===== config.mk =====
export PLATFORM = sky130hd
export DESIGN_NAME = executor_commit_rows
export DESIGN_NICKNAME = d
export VERILOG_FILES = /design/src/rtl/executor_commit_rows_pkg.sv /design/src/rtl/commit_row_merge.sv /design/src/rtl/executor_commit_rows.sv
export SDC_FILE = /design/constraint.sdc
export NUM_CORES = 1
export LEC_CHECK = 0
export ABC_AREA = 1
export BUFFER_PORTS_ARGS = -buffer_cell sky130_fd_sc_hd__buf_2
export CORE_MARGIN = 10
export CORE_UTILIZATION = 53
export DETAILED_ROUTE_END_ITERATION = 8
export PLACE_DENSITY = 0.8
export SLEW_MARGIN = 30
export SYNTH_ARGS = -nofsm -noshare
export SYNTH_HDL_FRONTEND = slang
export SYNTH_SLANG_ARGS = --single-unit

===== constraint.sdc =====
create_clock -name clk_i -period 2.8 [get_ports clk_i]
set_clock_uncertainty 0.15 [all_clocks]
set_input_delay 0 -clock clk_i [delete_from_list [all_inputs] [get_ports clk_i]]
set_output_delay 0 -clock clk_i [all_outputs]
set_load 0.01 [all_outputs]

===== src/rtl/executor_commit_rows_pkg.sv =====
// executor_commit_rows_pkg: shared types for the row-by-row piece commit executor
package executor_commit_rows_pkg;
  localparam int width_c = 16;
  localparam int height_c = 32;
  localparam int shape_dim_c = 4;
  typedef struct packed {
    logic [$clog2(width_c)-1:0] x_m;
    logic [$clog2(height_c)-1:0] y_m;
  } point_t;
  typedef struct packed {
    logic [shape_dim_c-1:0] full_rows;
    logic [$clog2(shape_dim_c+1)-1:0] full_cnt;
    logic collide;
    logic clip;
  } commit_result_t;
endpackage


===== src/rtl/commit_row_merge.sv =====
// commit_row_merge: merges one shape row into one matrix row at column offset x
module commit_row_merge #(
  parameter int width_p = 16,
  parameter int shape_dim_p = 4
) (
  input  logic [width_p-1:0]         rd_row,
  input  logic [shape_dim_p-1:0]     shape_row,
  input  logic [$clog2(width_p)-1:0] x,
  output logic [width_p-1:0]         merged,
  output logic                       full,
  output logic                       collide,
  output logic                       clip
);
  logic [width_p+shape_dim_p-1:0] shifted;
  // widened so cells pushed past the right edge are detectable instead of lost
  assign shifted = {{width_p{1'b0}}, shape_row} << x;
  assign merged = rd_row | shifted[width_p-1:0];
  assign full = &merged;
  assign collide = |(rd_row & shifted[width_p-1:0]);
  assign clip = |shifted[width_p+shape_dim_p-1:width_p];
endmodule


===== src/rtl/executor_commit_rows.sv =====
// executor_commit_rows: read-modify-write commit of a locked piece into the playfield matrix
module executor_commit_rows
  import executor_commit_rows_pkg::*;
#(
  parameter int width_p = width_c,
  parameter int height_p = height_c,
  parameter int shape_dim_p = shape_dim_c,
  localparam int aw = $clog2(height_p),
  localparam int rw = $clog2(shape_dim_p),
  localparam int cw = $clog2(shape_dim_p+1)
) (
  input  logic                                    clk_i,
  input  logic                                    reset_ni,
  input  logic                                    v_i,
  output logic                                    ready_o,
  input  point_t                                  pos_i,
  input  logic [shape_dim_p-1:0][shape_dim_p-1:0] shape_i,
  output logic                                    mm_rd_v_o,
  output logic [aw-1:0]                           mm_rd_addr_o,
  input  logic                                    mm_rd_data_v_i,
  input  logic [width_p-1:0]                      mm_rd_data_i,
  output logic                                    mm_wr_v_o,
  output logic [aw-1:0]                           mm_wr_addr_o,
  output logic [width_p-1:0]                      mm_wr_data_o,
  input  logic                                    mm_wr_ready_i,
  output logic                                    done_o,
  output logic [shape_dim_p-1:0]                  full_rows_o,
  output logic [cw-1:0]                           full_cnt_o,
  output logic                                    collide_o,
  output logic                                    clip_o
);
  localparam logic [2:0] s_idle  = 3'd0;
  localparam logic [2:0] s_scan  = 3'd1;
  localparam logic [2:0] s_read  = 3'd2;
  localparam logic [2:0] s_wait  = 3'd3;
  localparam logic [2:0] s_write = 3'd4;
  localparam logic [2:0] s_done  = 3'd5;
  logic [2:0] state;
  logic [rw-1:0] r;
  point_t pos_q;
  logic [shape_dim_p-1:0][shape_dim_p-1:0] shape_q;
  logic [width_p-1:0] merged_q, merged;
  commit_result_t res_q;
  logic [aw:0] addr;
  logic row_zero, row_oob, last, full, collide, clip;
  // one extra address bit so rows below the bottom edge are seen as out of range, not wrapped
  assign addr = {1'b0, pos_q.y_m} + (aw+1)'(r);
  assign row_zero = ~|shape_q[r];
  assign row_oob = addr >= (aw+1)'(height_p);
  assign last = r == rw'(shape_dim_p-1);
  commit_row_merge #(.width_p(width_p), .shape_dim_p(shape_dim_p)) u_merge (
    .rd_row(mm_rd_data_i),
    .shape_row(shape_q[r]),
    .x(pos_q.x_m),
    .merged(merged),
    .full(full),
    .collide(collide),
    .clip(clip)
  );
  always_ff @(posedge clk_i) begin
    if (!reset_ni) begin
      state <= s_idle;
      r <= '0;
      pos_q <= '0;
      shape_q <= '0;
      merged_q <= '0;
      res_q <= '0;
    end else begin
      case (state)
        s_idle: if (v_i) begin
          state <= s_scan;
          pos_q <= pos_i;
          shape_q <= shape_i;
          r <= '0;
          res_q <= '0;
        end
        s_scan: if (row_zero || row_oob) begin
          res_q.clip <= res_q.clip | ~row_zero;
          state <= last ? s_done : s_scan;
          r <= last ? r : r + 1'b1;
        end else state <= s_read;
        s_read: state <= s_wait;
        s_wait: if (mm_rd_data_v_i) begin
          merged_q <= merged;
          res_q.collide <= res_q.collide | collide;
          res_q.clip <= res_q.clip | clip;
          res_q.full_rows[r] <= full;
          res_q.full_cnt <= res_q.full_cnt + cw'(full);
          state <= s_write;
        end
        s_write: if (mm_wr_ready_i) begin
          state <= last ? s_done : s_scan;
          r <= last ? r : r + 1'b1;
        end
        default: state <= s_idle;
      endcase
    end
  end
  assign ready_o = state == s_idle;
  assign mm_rd_v_o = state == s_read;
  assign mm_rd_addr_o = addr[aw-1:0];
  assign mm_wr_v_o = state == s_write;
  assign mm_wr_addr_o = addr[aw-1:0];
  assign mm_wr_data_o = merged_q;
  assign done_o = state == s_done;
  assign full_rows_o = res_q.full_rows;
  assign full_cnt_o = res_q.full_cnt;
  assign collide_o = res_q.collide;
  assign clip_o = res_q.clip;
endmodule


==> impl_metrics.tcl, run 1 <==
set metrics [dict create \
    worstSetupStartpoint "pos_q[6]" \
    ys_seq_elements 55 \
    synth_edf_count 0 \
    p_comb_share_pct 52.8 \
    syn-cell-area_um2 3180 \
    grt_pass1_wl_mm 17.1 \
    final_hold_viol_count 0 \
    grtUsageTotal_pct 21.1 \
    cp_max_fo 12 \
    boundaryPins 85 \
    synth_warnings 0 \
    start_kind "flip-flop" \
    filler_cell_count 453 \
    power_switching_mw 1.47 \
    synth_top_cell_area_share_pct 34.6 \
    via_count 3649 \
    synth_area_per_cell_um2 6.85 \
    dr.first_iter.drc_count 201 \
    syn2layout_area_growth_pct 37.5 \
    viasPerCell 5.41 \
    drv_cap 0 \
    clock.fmax_mhz 372 \
    portBuffers 84 \
    start_util_pct 54.0 \
    p_sw_share_pct 45.1 \
    ir_drop_uv 403 \
    yosys-top-cells-area "dfxtp_1 35%, nand2_1 11%, nand3_1 9.1%, a21oi_1 7.9%, inv_1 6.6%" \
    wl_met2_mm 5.17 \
    cts_made_buffers 5 \
    nNetsFinal 653 \
    htreeDepth 2 \
    rows 28 \
    clock-root-buffer "clkbuf_8" \
    cts_buffer_depth 2 \
    setup_ws_ns 0.111 \
    grt_max_degree 28 \
    place_ws_ns 0.0439 \
    syn-instance-count 464 \
    finalSetupViolCount 0 \
    grt_pass1_vias 3474 \
    crit_required_ns 2.88 \
    tightest_slew_ns 0.843 \
    die_area_um2 9490 \
    seq_area_frac_synth_pct 34.6 \
    endpoint_kind "flip-flop" \
    r2r_slack_ns 0.11 \
    num_antenna_cells 0 \
    place_congestion 0.955 \
    ys_types 41 \
    drive_gt1_share_pct 23.7 \
    synth_ff_type "dfxtp_1" \
    dpl.hpwl_mm 7.05 \
    async_reset_ff_share_pct 0 \
    cts_sinks 55 \
    reg2reg_to "full_cnt_o[2]" \
    status "finished clean" \
    reg2reg_depth 13 \
    hp-class "in -> reg" \
    clkSlewWorstSetupHoldPaths_ns 0.10 \
    grt_antenna_before_repair 0 \
    drv_slew 0 \
    tritoncts "done" \
    fin_setup_tns_ns 0 \
    min_from "v_i" \
    ff_latch_area_um2 1110 \
    synth_common_cells "92 x nand2_1, 58 x nand3_1, 56 x inv_1, 55 x dfxtp_1, 50 x a21oi_1" \
    powerDensity_nw_per_um2 746 \
    drc 0 \
    yosys.cell_count.top_type "nand2_1" \
    ant_nets 0 \
    worstHoldEndpoint "pos_q[0]" \
    p_seq_share_pct 32.2 \
    wl_per_cell_um 15.4 \
    crit_arrival_ns 2.77 \
    synthesis.nets 519 \
    top_layer_used "met4" \
    clkLatencyLatePin_ns 0.31 \
    m1WireLength_mm 4.38 \
    fp.dieH_um 97.4 \
    wl_met3_um 622 \
    fp.coreArea_um2 5890 \
    p_leak_nw 2.13 \
    period_share_pct 96.0 \
    hold_depth 3 \
    synth_top_area_cell "dfxtp_1" \
    fp.dieW_um 97.4 \
    dr.pass1.iters 5 \
    worstSetupPathType "reg -> reg" \
    grt-ovfl-total 0 \
    r2r-start "pos_q[6]" \
    p_int_mw 1.79 \
    post-route-min-period_ns 2.69 \
    pwr-share-clk_pct 15.0 \
    maxSlewHeadroom_pct 43.7 \
    finalWirelength_mm 10.4 \
    multi_input_area_um2 1730 \
]
==> state kept, by name, indices dropped and copies added, names as in the netlist <==
name          flops
shape_q          16
full_rows_o       4
pos_q             9
r                 2
collide_o         1
clip_o            1
state             3
full_cnt_o        3
mm_wr_data_o     16
==> final cells by class <==
class	count	share of cell area (%)
multi-input cells	322	39.6
repair buffers	156	25.4
flip-flops and latches	55	25.3
inverters	58	5.18
clock buffers	7	2.20
well taps	75	2.15
clock inverters	1	0.172
==> cell usage in the layout, fill, tap and decap left out, drive strengths merged, types with 2 or more instances in the layout <==
| cell | count |
|---|---|
| nand2 | 104 |
| buf | 98 |
| nand3 | 62 |
| dlygate4sd3 | 58 |
| inv | 57 |
| dfxtp | 55 |
| a21oi | 50 |
| o21ai | 28 |
| nor2 | 24 |
| nand4 | 13 |
| ha | 8 |
| clkbuf | 7 |
| o21bai | 7 |
| nor3 | 4 |
| a21o | 4 |
| xor2 | 3 |
| clkinvlp | 2 |
| a31oi | 2 |
| a211oi | 2 |
| or2 | 2 |
==> power groups by stage <==
stage               Sequential [mW]  Combinational [mW]  Clock, mW
finish                         1.05                1.72      0.488
global route                   1.07                1.91      0.523
CTS                            1.03                1.62      0.493
detailed placement             1.05                1.51          0
global placement               1.05                1.49          0
floorplan                      1.03                1.15          0
==> worst max path at each step <==
| stage | slack, ns | cells after the start | end |
|---|---|---|---|
| global placement | 0.10 | 16 | full_cnt_o[1] |
| global route | -0.02 | 17 | full_cnt_o[2] |
| detailed placement | 0.04 | 16 | full_cnt_o[2] |
| finish | 0.11 | 13 | full_cnt_o[2] |
| CTS | 0.01 | 16 | full_cnt_o[2] |
| floorplan | 0.27 | 20 | full_cnt_o[2] |
==> layer usage <==
layer / up-vias / global-route usage, %
met3: 18 / 4.62
met4: 0 / 6.15
met1: 1698 / 26.0
met5: - / 0
met2: 138 / 35.6
li1: 1795 / -
==> through the flow <==
step	area [um2]	power, mW	hold WS [ns]	instances	util [%]
2_1_floorplan	3180	2.18	0.0103	464	-
3_3_place_gp	3610	2.53	0.123	604	61.4
3_5_place_dp	3610	2.56	0.126	604	61.4
4_1_cts	4300	3.14	0.0000956	670	73.0
5_1_grt	4370	3.50	0.0194	674	74.3
6_report	4370	3.26	0.0115	674	74.3
==> kinds of logic (layout without fill, tap and decap cells) <==
logic type	count (synthesis)	in the layout	share of synthesized area, %
AO/OA/AOI/OAI	98	98	17.5
XOR/XNOR	3	3	0.827
adder cells (fa/ha/maj)	9	9	3.78
AND/OR/NAND/NOR	212	212	31.3
flip-flops	55	55	34.6
buffers and inverters	87	222	11.9
==> repair_timing <==
action	4_1_cts	5_1_grt
endpoints found under the setup margin	0	3
hold endpoints to repair	46	0
buffers inserted	0	4
resized for setup	0	13
hold buffers	58	0
==> critical path, stage by stage, from the launching register on <==
cell,delay (ns)
dfxtp_1,0.63
inv_1,0.24
nand2_1,0.14
nand2_1,0.08
nand2_1,0.08
nand2_1,0.08
a21o_1,0.18
nand4_1,0.11
nor2_4,0.06
and2_1,0.16
ha_1,0.18
ha_1,0.18
and3_1,0.18
nor3_1,0.14
No activity file was read; power rests on OpenSTA's default activity.
==> inputs of run 2 (changes only) <==
--- a/config.mk
+++ b/config.mk
@@ -5,12 +5,12 @@
 export SDC_FILE = /design/constraint.sdc
 export NUM_CORES = 1
 export LEC_CHECK = 0
-export ABC_AREA = 1
 export BUFFER_PORTS_ARGS = -buffer_cell sky130_fd_sc_hd__buf_2
 export CORE_MARGIN = 10
-export CORE_UTILIZATION = 53
+export CORE_UTILIZATION = 58
 export DETAILED_ROUTE_END_ITERATION = 8
-export PLACE_DENSITY = 0.8
+export GPL_TIMING_DRIVEN = 1
+export PLACE_DENSITY = 0.86
 export SLEW_MARGIN = 30
 export SYNTH_ARGS = -nofsm -noshare
 export SYNTH_HDL_FRONTEND = slang
==> constraint.sdc (replaced) <==
create_clock -name clk_i -period 3.15 [get_ports clk_i]
set_clock_uncertainty 0.15 [all_clocks]
set_input_delay 0 -clock clk_i [delete_from_list [all_inputs] [get_ports clk_i]]
set_output_delay 0 -clock clk_i [all_outputs]
set_load 0.01 [all_outputs]
==> run 2 against run 1 <==
Effect of this change: sequential power is 8% lower; maximum frequency is 10% lower; clock-buffer cell count is 2 lower.
==> impl_metrics.tcl, run 2 <==
set metrics [dict create \
    rows 27 \
    cpLargestDelayFamily "compound AO/OA/AOI/OAI gates" \
    maxSlewHeadroom_pct 39.0 \
    drv_slew 0 \
    synth_top_area_cell "dfxtp_1" \
    powerDensity_nw_per_um2 578 \
    cts_sinks 55 \
    syn-cell-area_um2 3380 \
    use_met3_pct 5.68 \
    dr.first_iter.drc_count 457 \
    nNetsFinal 608 \
    clkLatencyLatePin_ns 0.31 \
    cp_max_fo 11 \
    clock.fmax_mhz 335 \
    place_congestion 0.941 \
    cpMostUsedCell "ha_1" \
    htreeDepth 2 \
    boundaryPins 85 \
    portBuffers 84 \
    syn2layout_area_growth_pct 33.1 \
    die_area_um2 9280 \
    ir_drop_uv 458 \
    period_share_pct 94.8 \
    ys_seq_elements 55 \
    cpMaxStageDelayCell "a2bb2oi_2" \
    reg2reg_to "full_cnt_o[2]" \
    yosys.cell_count.top_type "nand2_1" \
    seq_area_frac_synth_pct 32.6 \
    synth_top_cell_area_share_pct 32.6 \
    worstHoldEndpoint "clip_o" \
    min_from "v_i" \
    synth_edf_count 0 \
    use_met2_pct 42.0 \
    drive_gt1_share_pct 25.8 \
    status "finished clean" \
    via_count 3831 \
    hp-class "in -> reg" \
    final_hold_viol_count 0 \
    drv_cap 0 \
    drc 0 \
    clkSlewWorstSetupHoldPaths_ns 0.11 \
    ys_types 57 \
    async_reset_ff_share_pct 0 \
    start_kind "flip-flop" \
    finalSetupViolCount 0 \
    cp_num_buf_inv 1 \
    mostFrequentLayoutCell "buf_2" \
    grt_pass1_wl_mm 18.5 \
    placed_cells 567 \
    synth_ff_type "dfxtp_1" \
    tightest_slew_ns 0.913 \
    fp.coreArea_um2 5570 \
    endpoint_kind "flip-flop" \
    top_usage_layer "met2" \
    synth_warnings 0 \
    fin_setup_tns_ns 0 \
    cp_slowest_stage_delay_ns 0.42 \
    fp.dieH_um 96.3 \
    grt_use_met1_pct 29.3 \
    synthesis.nets 478 \
    tritoncts "done" \
    cts_buffer_depth 2 \
    rsz0062_at_grt "no" \
    final_cell_mix "84 x buf_2, 71 x nand2_1, 52 x dfxtp_1, 51 x dlygate4sd3_1, 40 x a21oi_1" \
    cp_cell_sequence "buf_4, mux2_2, a2bb2oi_2, a21oi_1, o31ai_1, nand4_1, nor2_1, ha_1, ha_1, nand2_1, xor2_1, nor3_1" \
    grt_max_degree 44 \
    cts_made_buffers 5 \
    syn-instance-count 423 \
    grtUsageTotal_pct 24.7 \
    synth_area_per_cell_um2 7.99 \
    yosys-top-cells-area "dfxtp_1 33%, nand2_1 7.9%, a21oi_1 5.9%, mux4_2 4.0%, nor2_1 3.4%" \
    stdcell_area_um2 4500 \
    dr.pass1.iters 6 \
    p_leak_nw 1.96 \
    synth_common_cells "71 x nand2_1, 55 x dfxtp_1, 40 x a21oi_1, 31 x nor2_1, 19 x nor3_1" \
    wl_per_cell_um 18.2 \
    post-route-min-period_ns 2.99 \
    grt_antenna_before_repair 1 \
    stdcell_count 627 \
    r2r_slack_ns 0.16 \
    grt-ovfl-total 0 \
    finalWirelength_mm 11.4 \
    dpl.hpwl_mm 7.84 \
    hold_depth 4 \
    start_util_pct 60.6 \
    ant_nets 0 \
    crit_arrival_ns 3.07 \
    grt_pass1_vias 3767 \
    placed_area_um2 3880 \
    clock-root-buffer "clkbuf_8" \
    filler_cell_count 375 \
    viasPerCell 6.11 \
    crit_required_ns 3.23 \
    worstSetupPathType "reg -> reg" \
    r2r-start "r[1]" \
    reg2reg_depth 12 \
    fp.dieW_um 96.3 \
]
## run 2: cell count changes after synthesis, sizes merged, moves of 7 or more
cell,previous run,this run
nand2,104,71
nand4,13,6
inv,58,12
mux2i,0,9
nor2,24,32
a21oi,50,40
mux2,0,9
nand3,62,16
nor3,4,19
o21bai,7,0
o21ai,28,15
## run 2: cells by family after synthesis
group           synth area share (%)
compound gates                  22.0
xor+xnor                        1.30
fa+ha+maj                       3.56
buf+inv                         6.63
flops                           32.6
mux                             9.67
simple gates                    24.3
## run 2: cell type report
type / count / area (um2) / share of cell area [%]
tap: 72 / 90.1 / 2.00
inverter: 12 / 45.0 / 1.00
sequential: 55 / 1110 / 24.7
multi-input combinational: 321 / 2050 / 45.7
clock buffer: 5 / 68.8 / 1.53
timing repair buffer: 158 / 1100 / 24.5
antenna: 1 / 2.50 / 0.0556
clock inverter: 3 / 22.5 / 0.501
## run 2: through the flow
step | hold WS, ns | total power, mW | utilization [%] | setup WS (ns)
after floorplan | -0.0148 | 1.76 | - | 0.195
after global placement | 0.0894 | 2.06 | 69.7 | 0.122
after detailed placement | 0.0967 | 2.10 | 69.7 | 0.0404
after CTS | 0.0133 | 2.55 | 80.4 | 0.0203
after global routing | 0.0176 | 2.75 | 80.7 | 0.0579
final | 0.0218 | 2.60 | 80.7 | 0.162
## run 2: metal layers
layer,vias up,wire [um]
li1,1787,-
met1,1794,4390
met2,210,5610
met3,40,1070
met4,0,348
met5,-,0
## run 2: worst register-to-register path, cell delays in order (launching register included)
cell       delay (ns)
dfxtp_4          0.41
buf_4            0.17
mux2_2           0.23
a2bb2oi_2        0.42
a21oi_1          0.17
o31ai_1          0.33
nand4_1          0.22
nor2_1           0.16
ha_1             0.16
ha_1             0.14
nand2_1          0.06
xor2_1           0.16
nor3_1           0.13
## run 2: report_power, final
part	switching [mW]	internal (mW)
combinational	0.686	0.537
clock	0.251	0.160
sequential	0.164	0.801
## run 2: timing repair
action | CTS | global route
resized for setup | 0 | 6
setup endpoints to repair | 0 | 9
buffers inserted | 0 | 0
hold buffers | 51 | 0
hold endpoints to repair | 43 | 0
## run 2: how the worst max path moves through the flow
| stage | startpoint | to | slack [ns] | cells past startpoint |
|---|---|---|---|---|
| CTS | r[0] | full_cnt_o[2] | 0.02 | 11 |
| global placement | r[0] | full_cnt_o[2] | 0.12 | 11 |
| global route | r[0] | full_cnt_o[2] | 0.06 | 11 |
| detailed placement | r[0] | full_cnt_o[2] | 0.04 | 11 |
| floorplan | r[1] | full_cnt_o[2] | 0.20 | 13 |
| finish | r[1] | full_cnt_o[2] | 0.16 | 12 |
==> inputs of run 3 (changes only) <==
--- a/config.mk
+++ b/config.mk
@@ -7,10 +7,11 @@
 export LEC_CHECK = 0
 export BUFFER_PORTS_ARGS = -buffer_cell sky130_fd_sc_hd__buf_2
 export CORE_MARGIN = 10
-export CORE_UTILIZATION = 58
+export CORE_UTILIZATION = 60
+export CTS_BUF_LIST = sky130_fd_sc_hd__clkbuf_8
 export DETAILED_ROUTE_END_ITERATION = 8
 export GPL_TIMING_DRIVEN = 1
-export PLACE_DENSITY = 0.86
+export PLACE_DENSITY = 0.89
 export SLEW_MARGIN = 30
 export SYNTH_ARGS = -nofsm -noshare
 export SYNTH_HDL_FRONTEND = slang
==> run 3 against run 2 <==
Effect of this change: critical path depth decreased by 1; die area decreased by 2.7%; sequential cell count did not move; largest power group unchanged.
==> impl_metrics.tcl, run 3 (synthesis gave the netlist of run 2 again) <==
set metrics [dict create \
    status "finished clean" \
    ant_nets 0 \
    filler_cell_count 339 \
    fp.dieH_um 95.0 \
    grt-ovfl-total 0 \
    finalWirelength_mm 11.5 \
    endpoint_kind "flip-flop" \
    p_int_mw 1.50 \
    cp_slowest_stage_delay_ns 0.61 \
    syn2layout_area_growth_pct 33.4 \
    boundaryPins 85 \
    maxSlewHeadroom_pct 40.1 \
    p_sw_share_pct 42.9 \
    finalSetupViolCount 0 \
    grtUsageTotal_pct 25.2 \
    reg2reg_depth 11 \
    pwr-share-clk_pct 16.6 \
    setup_ws_ns 0.153 \
    ir_drop_uv 426 \
    die_area_um2 9030 \
    hold_depth 5 \
    power_switching_mw 1.12 \
    fp.dieW_um 95.0 \
    drv_slew 0 \
    clkLatencyLatePin_ns 0.33 \
    crit_arrival_ns 3.03 \
    cts_sinks 55 \
    r2r-start "r[0]" \
    clock-root-buffer "clkbuf_8" \
    tritoncts "done" \
    r2r_slack_ns 0.15 \
    nNetsFinal 607 \
    start_kind "flip-flop" \
    min_from "mm_rd_data_i[5]" \
    cpMostUsedCell "ha_1" \
    p_leak_nw 1.95 \
    grt_max_degree 44 \
    fp.coreArea_um2 5470 \
    grt_antenna_before_repair 0 \
    fin_setup_tns_ns 0 \
    grt_pass1_wl_mm 18.5 \
    hp-class "in -> reg" \
    htreeDepth 2 \
    final_hold_viol_count 0 \
    clkSlewWorstSetupHoldPaths_ns 0.11 \
    rows 27 \
    reg2reg_to "full_cnt_o[2]" \
    cts_buffer_depth 2 \
    placed_area_um2 3870 \
    portBuffers 84 \
    period_share_pct 95.1 \
    final_cell_mix "84 x buf_2, 71 x nand2_1, 52 x dfxtp_1, 52 x dlygate4sd3_1, 40 x a21oi_1" \
    grt_pass1_vias 3769 \
    p_seq_share_pct 36.6 \
    drc 0 \
    dr.first_iter.drc_count 341 \
    place_congestion 0.959 \
    via_count 3887 \
    start_util_pct 61.7 \
    dr.pass1.iters 6 \
    wl_per_cell_um 18.3 \
    tightest_slew_ns 0.897 \
    dpl.hpwl_mm 7.55 \
    cp_max_fo 7 \
    powerDensity_nw_per_um2 582 \
    clock.fmax_mhz 334 \
    drive_gt1_share_pct 25.5 \
    p_comb_share_pct 46.8 \
    drv_cap 0 \
    rsz0062_at_grt "no" \
    post-route-min-period_ns 3.00 \
    stdcell_area_um2 4510 \
    worstHoldEndpoint "collide_o" \
    cts_made_buffers 5 \
    worstSetupPathType "reg -> reg" \
    mostFrequentLayoutCell "buf_2" \
    num_antenna_cells 0 \
    viasPerCell 6.22 \
    crit_required_ns 3.18 \
    cp_cell_sequence "mux4_2, mux2_2, a32o_1, or2_2, nand4_2, nor2_1, ha_1, ha_1, nand2_1, xor2_1, nor3_1" \
    place_ws_ns 0.0311 \
    cpMaxStageDelayCell "mux4_2" \
]
## run 3: what timing repair did
action / in CTS / in global routing
endpoints found under the hold margin: 45 / 0
setup endpoints to repair: 1 / 8
setup buffers: 0 / 0
gates cloned: 0 / 0
gates resized for setup: 1 / 6
hold buffers: 52 / 0
## run 3: stage by stage
stage	power, mW	instances	utilization, %	hold slack, ns
after CTS	2.55	625	82.0	0.0298
after global placement	2.04	565	70.7	0.0909
after floorplan	1.76	423	-	-0.0148
after detailed placement	2.08	565	70.7	0.0954
final	2.62	625	82.3	0.0516
after global routing	2.77	625	82.3	0.0701
## run 3: per-layer routing
layer  track usage [%]  vias up  routed length [um]  share of wire (%)
li1                  -     1779                   -                  -
met2              43.5      238                5560                 49
met3              6.76       66                1210                 11
met4              10.6        0                 504                4.4
met5                 0        -                   0                  0
met1              28.8     1804                4190                 37
## run 3: layout make-up
type	instances	area [um2]	area share, %
Sequential cell	55	1110	24.6
Clock inverter	3	27.5	0.611
Tap cell	72	90.1	2.00
Timing Repair Buffer	157	1100	24.4
Inverter	12	45.0	1.00
Clock buffer	5	68.8	1.53
Multi-Input combinational cell	321	2070	45.8
## run 3: worst max path at each step
stage	start	end	slack (ns)	cells after the start
6_report	r[0]	full_cnt_o[2]	0.15	11
5_1_grt	r[0]	full_cnt_o[2]	0.04	11
4_1_cts	r[1]	full_cnt_o[2]	0.004	12
3_5_place_dp	r[0]	full_cnt_o[2]	0.03	11
3_3_place_gp	r[0]	full_cnt_o[2]	0.13	11
2_1_floorplan	r[1]	full_cnt_o[2]	0.20	13
## run 3: worst max-delay path, delay by kind of cell, from the launching register on
kind / cells / cell delay (ns)
multiplexers: 2 / 0.92
AND/OR/NAND/NOR: 5 / 0.59
flip-flops: 1 / 0.42
XOR/XNOR: 1 / 0.14
adder cells (fa/ha/maj): 2 / 0.36
AO/OA/AOI/OAI: 1 / 0.28
## run 3: power by group through the flow
| stage | clock network, mW | registers (mW) | logic [mW] |
|---|---|---|---|
| 2_1_floorplan | 0 | 0.879 | 0.879 |
| 3_3_place_gp | 0 | 0.956 | 1.09 |
| 3_5_place_dp | 0 | 0.965 | 1.11 |
| 4_1_cts | 0.435 | 0.950 | 1.17 |
| 5_1_grt | 0.461 | 0.975 | 1.33 |
| 6_report | 0.434 | 0.960 | 1.23 |
